## src/rtl/vga_display_sched.sv

```systemverilog
// vga_display_sched
//   VGA raster timing generator with a debounced mode-advance key and an
//   optional auto-cycle. Mode changes are applied only at the end of a
//   frame, so every frame is drawn entirely in one mode.
//
// Ports
//   VGA_CLK        in   pixel clock, the only clock
//   RST_N          in   asynchronous active-low reset
//   KEY_N          in   raw mode-advance push button, low = pressed
//   AUTO_EN        in   advance mode every AUTO_FRAMES frames
//   VGA_HS/VGA_VS  out  active-low syncs
//   VGA_IF_RGBEN   out  one-hot display enable, bit MODE during active video
//   CURRENT_X/Y    out  pixel position aligned with VGA_IF_RGBEN
//   DISPLAY_X/Y    out  constant active width / height
//   MODE           out  current display mode
//   FRAME_START    out  one-clock pulse with pixel (0,0)
module vga_display_sched #(
  parameter logic [10:0] H_DISP      = 11'd640,
  parameter logic [10:0] H_FP        = 11'd16,
  parameter logic [10:0] H_SYNC      = 11'd96,
  parameter logic [10:0] H_BP        = 11'd48,
  parameter logic [10:0] V_DISP      = 11'd480,
  parameter logic [10:0] V_FP        = 11'd10,
  parameter logic [10:0] V_SYNC      = 11'd2,
  parameter logic [10:0] V_BP        = 11'd33,
  parameter logic [19:0] DEB_CNT     = 20'd500_000,
  parameter logic [7:0]  AUTO_FRAMES = 8'd120,
  parameter logic [2:0]  MODE_NUM    = 3'd4
) (
  input  logic        VGA_CLK,
  input  logic        RST_N,
  input  logic        KEY_N,
  input  logic        AUTO_EN,
  output logic        VGA_HS,
  output logic        VGA_VS,
  output logic [3:0]  VGA_IF_RGBEN,
  output logic [10:0] CURRENT_X,
  output logic [10:0] CURRENT_Y,
  output logic [10:0] DISPLAY_X,
  output logic [10:0] DISPLAY_Y,
  output logic [1:0]  MODE,
  output logic        FRAME_START
);

  localparam logic [10:0] H_TOTAL  = H_DISP + H_FP + H_SYNC + H_BP;
  localparam logic [10:0] V_TOTAL  = V_DISP + V_FP + V_SYNC + V_BP;
  localparam logic [10:0] HS_START = H_DISP + H_FP;
  localparam logic [10:0] HS_END   = H_DISP + H_FP + H_SYNC;
  localparam logic [10:0] VS_START = V_DISP + V_FP;
  localparam logic [10:0] VS_END   = V_DISP + V_FP + V_SYNC;

  logic [10:0] r_h_cnt, r_v_cnt;
  logic        r_key_s1, r_key_s2, r_key_acc;
  logic [19:0] r_deb_cnt;
  logic        r_pending;
  logic [7:0]  r_frame_cnt;
  logic [1:0]  r_mode;
  logic        r_hs, r_vs, r_fs;
  logic [3:0]  r_rgben;
  logic [10:0] r_x, r_y;
  logic [1:0]  r_mode_out;

  logic        w_h_last, w_v_last, w_frame_end;
  logic        w_active, w_hs_n, w_vs_n, w_fs;
  logic [3:0]  w_rgben;
  logic        w_deb_hit, w_press, w_auto_hit, w_advance;
  logic [1:0]  w_mode_nxt;

  assign w_h_last    = (r_h_cnt == H_TOTAL - 11'd1);
  assign w_v_last    = (r_v_cnt == V_TOTAL - 11'd1);
  assign w_frame_end = w_h_last && w_v_last;

  // ---- raster counters ----
  always_ff @(posedge VGA_CLK or negedge RST_N) begin
    if (!RST_N) begin
      r_h_cnt <= 11'd0;
      r_v_cnt <= 11'd0;
    end else if (w_h_last) begin
      r_h_cnt <= 11'd0;
      r_v_cnt <= w_v_last ? 11'd0 : r_v_cnt + 11'd1;
    end else begin
      r_h_cnt <= r_h_cnt + 11'd1;
    end
  end

  // ---- key synchronizer and debounce ----
  // The counter only runs while the synchronized level disagrees with the
  // accepted level, so any bounce back restarts the stability window.
  assign w_deb_hit = (r_key_s2 != r_key_acc) && (r_deb_cnt == DEB_CNT - 20'd1);
  assign w_press   = w_deb_hit && !r_key_s2;

  always_ff @(posedge VGA_CLK or negedge RST_N) begin
    if (!RST_N) begin
      r_key_s1  <= 1'b1;
      r_key_s2  <= 1'b1;
      r_key_acc <= 1'b1;
      r_deb_cnt <= 20'd0;
    end else begin
      r_key_s1 <= KEY_N;
      r_key_s2 <= r_key_s1;
      if (r_key_s2 == r_key_acc) begin
        r_deb_cnt <= 20'd0;
      end else if (w_deb_hit) begin
        r_key_acc <= r_key_s2;
        r_deb_cnt <= 20'd0;
      end else begin
        r_deb_cnt <= r_deb_cnt + 20'd1;
      end
    end
  end

  // ---- mode scheduling ----
  // A pending press and an auto expiry at the same frame end collapse into
  // a single advance. A press landing on the frame-end clock itself is kept
  // pending for the following frame end.
  assign w_auto_hit = AUTO_EN && (r_frame_cnt == AUTO_FRAMES - 8'd1);
  assign w_advance  = w_frame_end && (r_pending || w_auto_hit);
  assign w_mode_nxt = ({1'b0, r_mode} == MODE_NUM - 3'd1) ? 2'd0 : r_mode + 2'd1;

  always_ff @(posedge VGA_CLK or negedge RST_N) begin
    if (!RST_N) begin
      r_pending   <= 1'b0;
      r_frame_cnt <= 8'd0;
      r_mode      <= 2'd0;
    end else begin
      r_pending <= w_frame_end ? w_press : (r_pending | w_press);
      if (w_advance) r_mode <= w_mode_nxt;
      if (!AUTO_EN) begin
        r_frame_cnt <= 8'd0;
      end else if (w_frame_end) begin
        r_frame_cnt <= w_advance ? 8'd0 : r_frame_cnt + 8'd1;
      end
    end
  end

  // ---- output decode register ----
  // Every registered output is decoded from the same counter values, so
  // they all lag the counters by exactly one clock and stay aligned.
  assign w_active = (r_h_cnt < H_DISP) && (r_v_cnt < V_DISP);
  assign w_hs_n   = !((r_h_cnt >= HS_START) && (r_h_cnt < HS_END));
  assign w_vs_n   = !((r_v_cnt >= VS_START) && (r_v_cnt < VS_END));
  assign w_rgben  = w_active ? (4'b0001 << r_mode) : 4'b0000;
  assign w_fs     = (r_h_cnt == 11'd0) && (r_v_cnt == 11'd0);

  always_ff @(posedge VGA_CLK or negedge RST_N) begin
    if (!RST_N) begin
      r_hs       <= 1'b1;
      r_vs       <= 1'b1;
      r_rgben    <= 4'b0000;
      r_x        <= 11'd0;
      r_y        <= 11'd0;
      r_mode_out <= 2'd0;
      r_fs       <= 1'b0;
    end else begin
      r_hs       <= w_hs_n;
      r_vs       <= w_vs_n;
      r_rgben    <= w_rgben;
      r_x        <= r_h_cnt;
      r_y        <= r_v_cnt;
      r_mode_out <= r_mode;
      r_fs       <= w_fs;
    end
  end

  assign VGA_HS       = r_hs;
  assign VGA_VS       = r_vs;
  assign VGA_IF_RGBEN = r_rgben;
  assign CURRENT_X    = r_x;
  assign CURRENT_Y    = r_y;
  assign MODE         = r_mode_out;
  assign FRAME_START  = r_fs;
  assign DISPLAY_X    = H_DISP;
  assign DISPLAY_Y    = V_DISP;

endmodule
```

## config.mk

```make
export PLATFORM = sky130hd
export DESIGN_NAME = vga_display_sched
export DESIGN_NICKNAME = d
export VERILOG_FILES = /design/src/rtl/vga_display_sched.sv
export SDC_FILE = /design/constraint.sdc
export NUM_CORES = 1
export LEC_CHECK = 0
export CORE_MARGIN = 3
export CORE_UTILIZATION = 40
export CTS_CLUSTER_DIAMETER = 50
export DETAILED_ROUTE_END_ITERATION = 6
export GPL_TIMING_DRIVEN = 0
export PLACE_DENSITY = 0.73
export SYNTH_ARGS = -nofsm -noshare
export SYNTH_HDL_FRONTEND = slang
export SYNTH_SLANG_ARGS = --single-unit
```

## constraint.sdc

```tcl
create_clock -name VGA_CLK -period 2.7 [get_ports VGA_CLK]
set_clock_uncertainty 0.15 [all_clocks]
set_input_delay 0.27 -clock VGA_CLK [delete_from_list [all_inputs] [get_ports VGA_CLK]]
set_output_delay 0.27 -clock VGA_CLK [all_outputs]
set_load 0.01 [all_outputs]
```

==> metrics.txt <==
status finished clean; Sink Count 87; cell area after placement 0.00456 sq mm; share of cells above drive strength 1 13.8%; initial antenna violation count 0; post-synthesis cell type count between 40 and 50; initial cell density of the core 42.0%; largest net degree at the start of global routing 57; CTS tree built; ys async rst share 100%; post-synthesis cell count 362; Arr. time, crit path 2550 ps; via count of the first global-routing pass 2,738; via count 2,900; PortBufs 34; Initial DRC Count 160; synthesized area about 0.0040 sq mm; DRC Markers 0; Fillers around 870; antenna cell count 0; P per Cell Area 483 mW/mm^2; Yosys reg bits 87; Switch Pwr 0.522 mW; RSZ-0062 raised after global routing no; Clock Tree Root clkbuf_8; Global Route Usage Sum between 10% and 20%; leakage power between 2 and 2.5 nW; Post-synth EDFFs 0; Post-synth top cells 82 x dfrtp_1, 26 x nor2_1, 22 x buf_4; most common cell in the synthesized netlist dfrtp_1; row count 35; die area 0.0111 sq mm; die width 105 um; largest cells by area after synthesis dfrtp_1 52%, buf_4 4.2%, dfstp_2 3.3%; Skew-Pair Late Insertion Delay 350 ps; min Tclk post-route 2450 ps; combinational share of power under 10%; post-route ant nets 0; per-cell routed wire length 13.5 um; Synth Warn # 0; Synth area leader dfrtp_1; Final Cell Area 0.00476 sq mm; Avg Inst Size Synth 10.9 sq um; Pint 1.78 mW; DR pass1 iterations 4; Least-Margin Pin Slew 678 ps; H-Tree Depth 3; Num CTS Buffers 9; Main synth FF type dfrtp_1; Min Hold Slack 190 ps; Die Y 105 um; Clock power frac 38.9%; CTS clk-pin slew, worst paths 90 ps; Tcrit/Tclk final 90.7%; Slew Limit Fails 0; final setup violation count 0; Setup CP Type flip-flop to flip-flop; Max-Slew Margin vs Limit 54.5%; Fin. Hold Viols 0; upper clock frequency limit about 410 MHz; Yosys top cell area share 51.9%; critical path required time 2800 ps; GPL Wtd Cong 0.846; peak supply drop 0.205 mV; first-pass GRT wire length 12,800 um; Syn-to-layout area delta 20.4%; I/O pin total 57; vias per std cell slightly above 5; GRT Residual Overflow 0; wirelength, routed 7590 um; maximum clock path buffer count 2; Max Cap Viol 0; post-cts resize count 0; switching part of the total power 22.7%; crit start category flip-flop; HPWL after DPL around 5400 um; CP Capture Type flip-flop; crit-path max FO 6; sequential element share of the synthesized area 55.2%; Nets 443; Min-Delay Path Class input pin to flip-flop; Tot Pwr 2.30 mW; sequential share of power 57.1%; core box area 0.00942 sq mm
[sequential cells by signal, summed over array words and instances (netlist names), 2 cells and up]
name and cells:
r_mode 2, CURRENT_X 11, CURRENT_Y 11, r_v_cnt 11, VGA_IF_RGBEN 4, r_frame_cnt 8
MODE 2, r_h_cnt 11, r_deb_cnt 20
[power by group through the flow]
stage | logic, mW | clock network [mW] | registers (mW)
2_1_floorplan | 0.0504 | 0 | 1.34
6_report | 0.0900 | 0.895 | 1.31
3_5_place_dp | 0.0900 | 0 | 1.34
4_1_cts | 0.0911 | 0.920 | 1.31
5_1_grt | 0.102 | 0.975 | 1.31
3_3_place_gp | 0.0841 | 0 | 1.34
[worst max-delay path, cell delays in order (launching register included)]
cell and delay (ps):
dfrtp_1 440, inv_1 110, ha_1 180, nor4b_2 420, and3_1 230, clkbuf_1 250, nand3_1 230, o32ai_1 340
[logic make-up after synthesis]
logic type | Yosys count | synth area share, %
multiplexers | 5 | 1.39
adder cells (fa/ha/maj) | 10 | 3.16
flip-flops | 87 | 55.2
buffers and inverters | 45 | 6.49
XOR/XNOR | 24 | 5.32
other | 2 | 0.190
AND/OR/NAND/NOR | 141 | 20.4
AO/OA/AOI/OAI | 48 | 7.79
[repair_timing]
action | in CTS | in global routing
endpoints found under the hold margin | 28 | 0
hold buffers | 1 | 0
setup endpoints to repair | 0 | 0
setup buffers | 0 | 0
[routing by layer]
layer / GRT usage (%) / wire length, um
met2: 21.1 / 3390
met5: 0 / 0
met4: 5.72 / 162
met1: 19.3 / 3580
met3: 4.23 / 445
[path summary, 6_finish.rpt]
| check | from | to | slack [ps] | cells past startpoint |
|---|---|---|---|---|
| min reg2reg | r_key_s1 | r_key_s2 | 210 | 0 |
| min | KEY_N | r_key_s1 | 190 | 1 |
| max | r_v_cnt[0] | r_frame_cnt[7] | 250 | 7 |
| max in group asynchronous | RST_N | VGA_HS | 1500 | 3 |
| min in group asynchronous | RST_N | VGA_IF_RGBEN[2] | 250 | 2 |
| max reg2reg | r_v_cnt[0] | r_frame_cnt[7] | 250 | 7 |
[stage by stage]
step / TNS (ps) / cells / setup WS (ps) / util [%]
3_5_place_dp: 0 / 546 / 154 / 48.4
3_3_place_gp: -151450 / 545 / -1800 / 48.1
4_1_cts: 0 / 563 / 255 / 50.6
6_report: 0 / 563 / 250 / 50.6
2_1_floorplan: 0 / 382 / 635 / -
5_1_grt: 0 / 563 / 108 / 50.6
[layout make-up]
| class | instances | area [sq um] | share of cell area (%) |
|---|---|---|---|
| plain buffers | 33 | 211 | 4.44 |
| clock buffers | 10 | 128 | 2.68 |
| clock inverters | 6 | 68.8 | 1.45 |
| inverters | 12 | 45.0 | 0.946 |
| multi-input cells | 250 | 1590 | 33.4 |
| flip-flops and latches | 87 | 2180 | 45.8 |
| well taps | 129 | 161 | 3.39 |
| repair buffers | 36 | 375 | 7.88 |
[placed cells by master, fill, tap and decap left out, types with 3 or more instances in the layout]
cell / synthesis / layout
mux2_2: 4 / 4
buf_2: 4 / 4
clkbuf_1: 7 / 8
o31ai_1: 5 / 5
nor3_1: 9 / 9
xnor2_1: 15 / 15
o21ai_0: 14 / 14
clkbuf_8: 0 / 9
a21oi_1: 10 / 10
inv_1: 12 / 12
xor2_1: 9 / 9
a211oi_1: 5 / 5
and3_1: 8 / 8
nand2_1: 21 / 21
nand3_1: 18 / 18
and2_1: 5 / 5
conb_1: 2 / 22
ha_1: 10 / 10
clkdlybuf4s50_1: 0 / 33
nand4_1: 15 / 15
nand2b_1: 3 / 3
dfstp_2: 5 / 5
or4_1: 6 / 6
and4_1: 5 / 5
or3_1: 7 / 7
dfrtp_1: 82 / 82
nor2_1: 26 / 26
nor4_1: 5 / 5
buf_4: 22 / 23
o22ai_1: 3 / 3
Note: power is estimated with default switching activity, not from simulation.
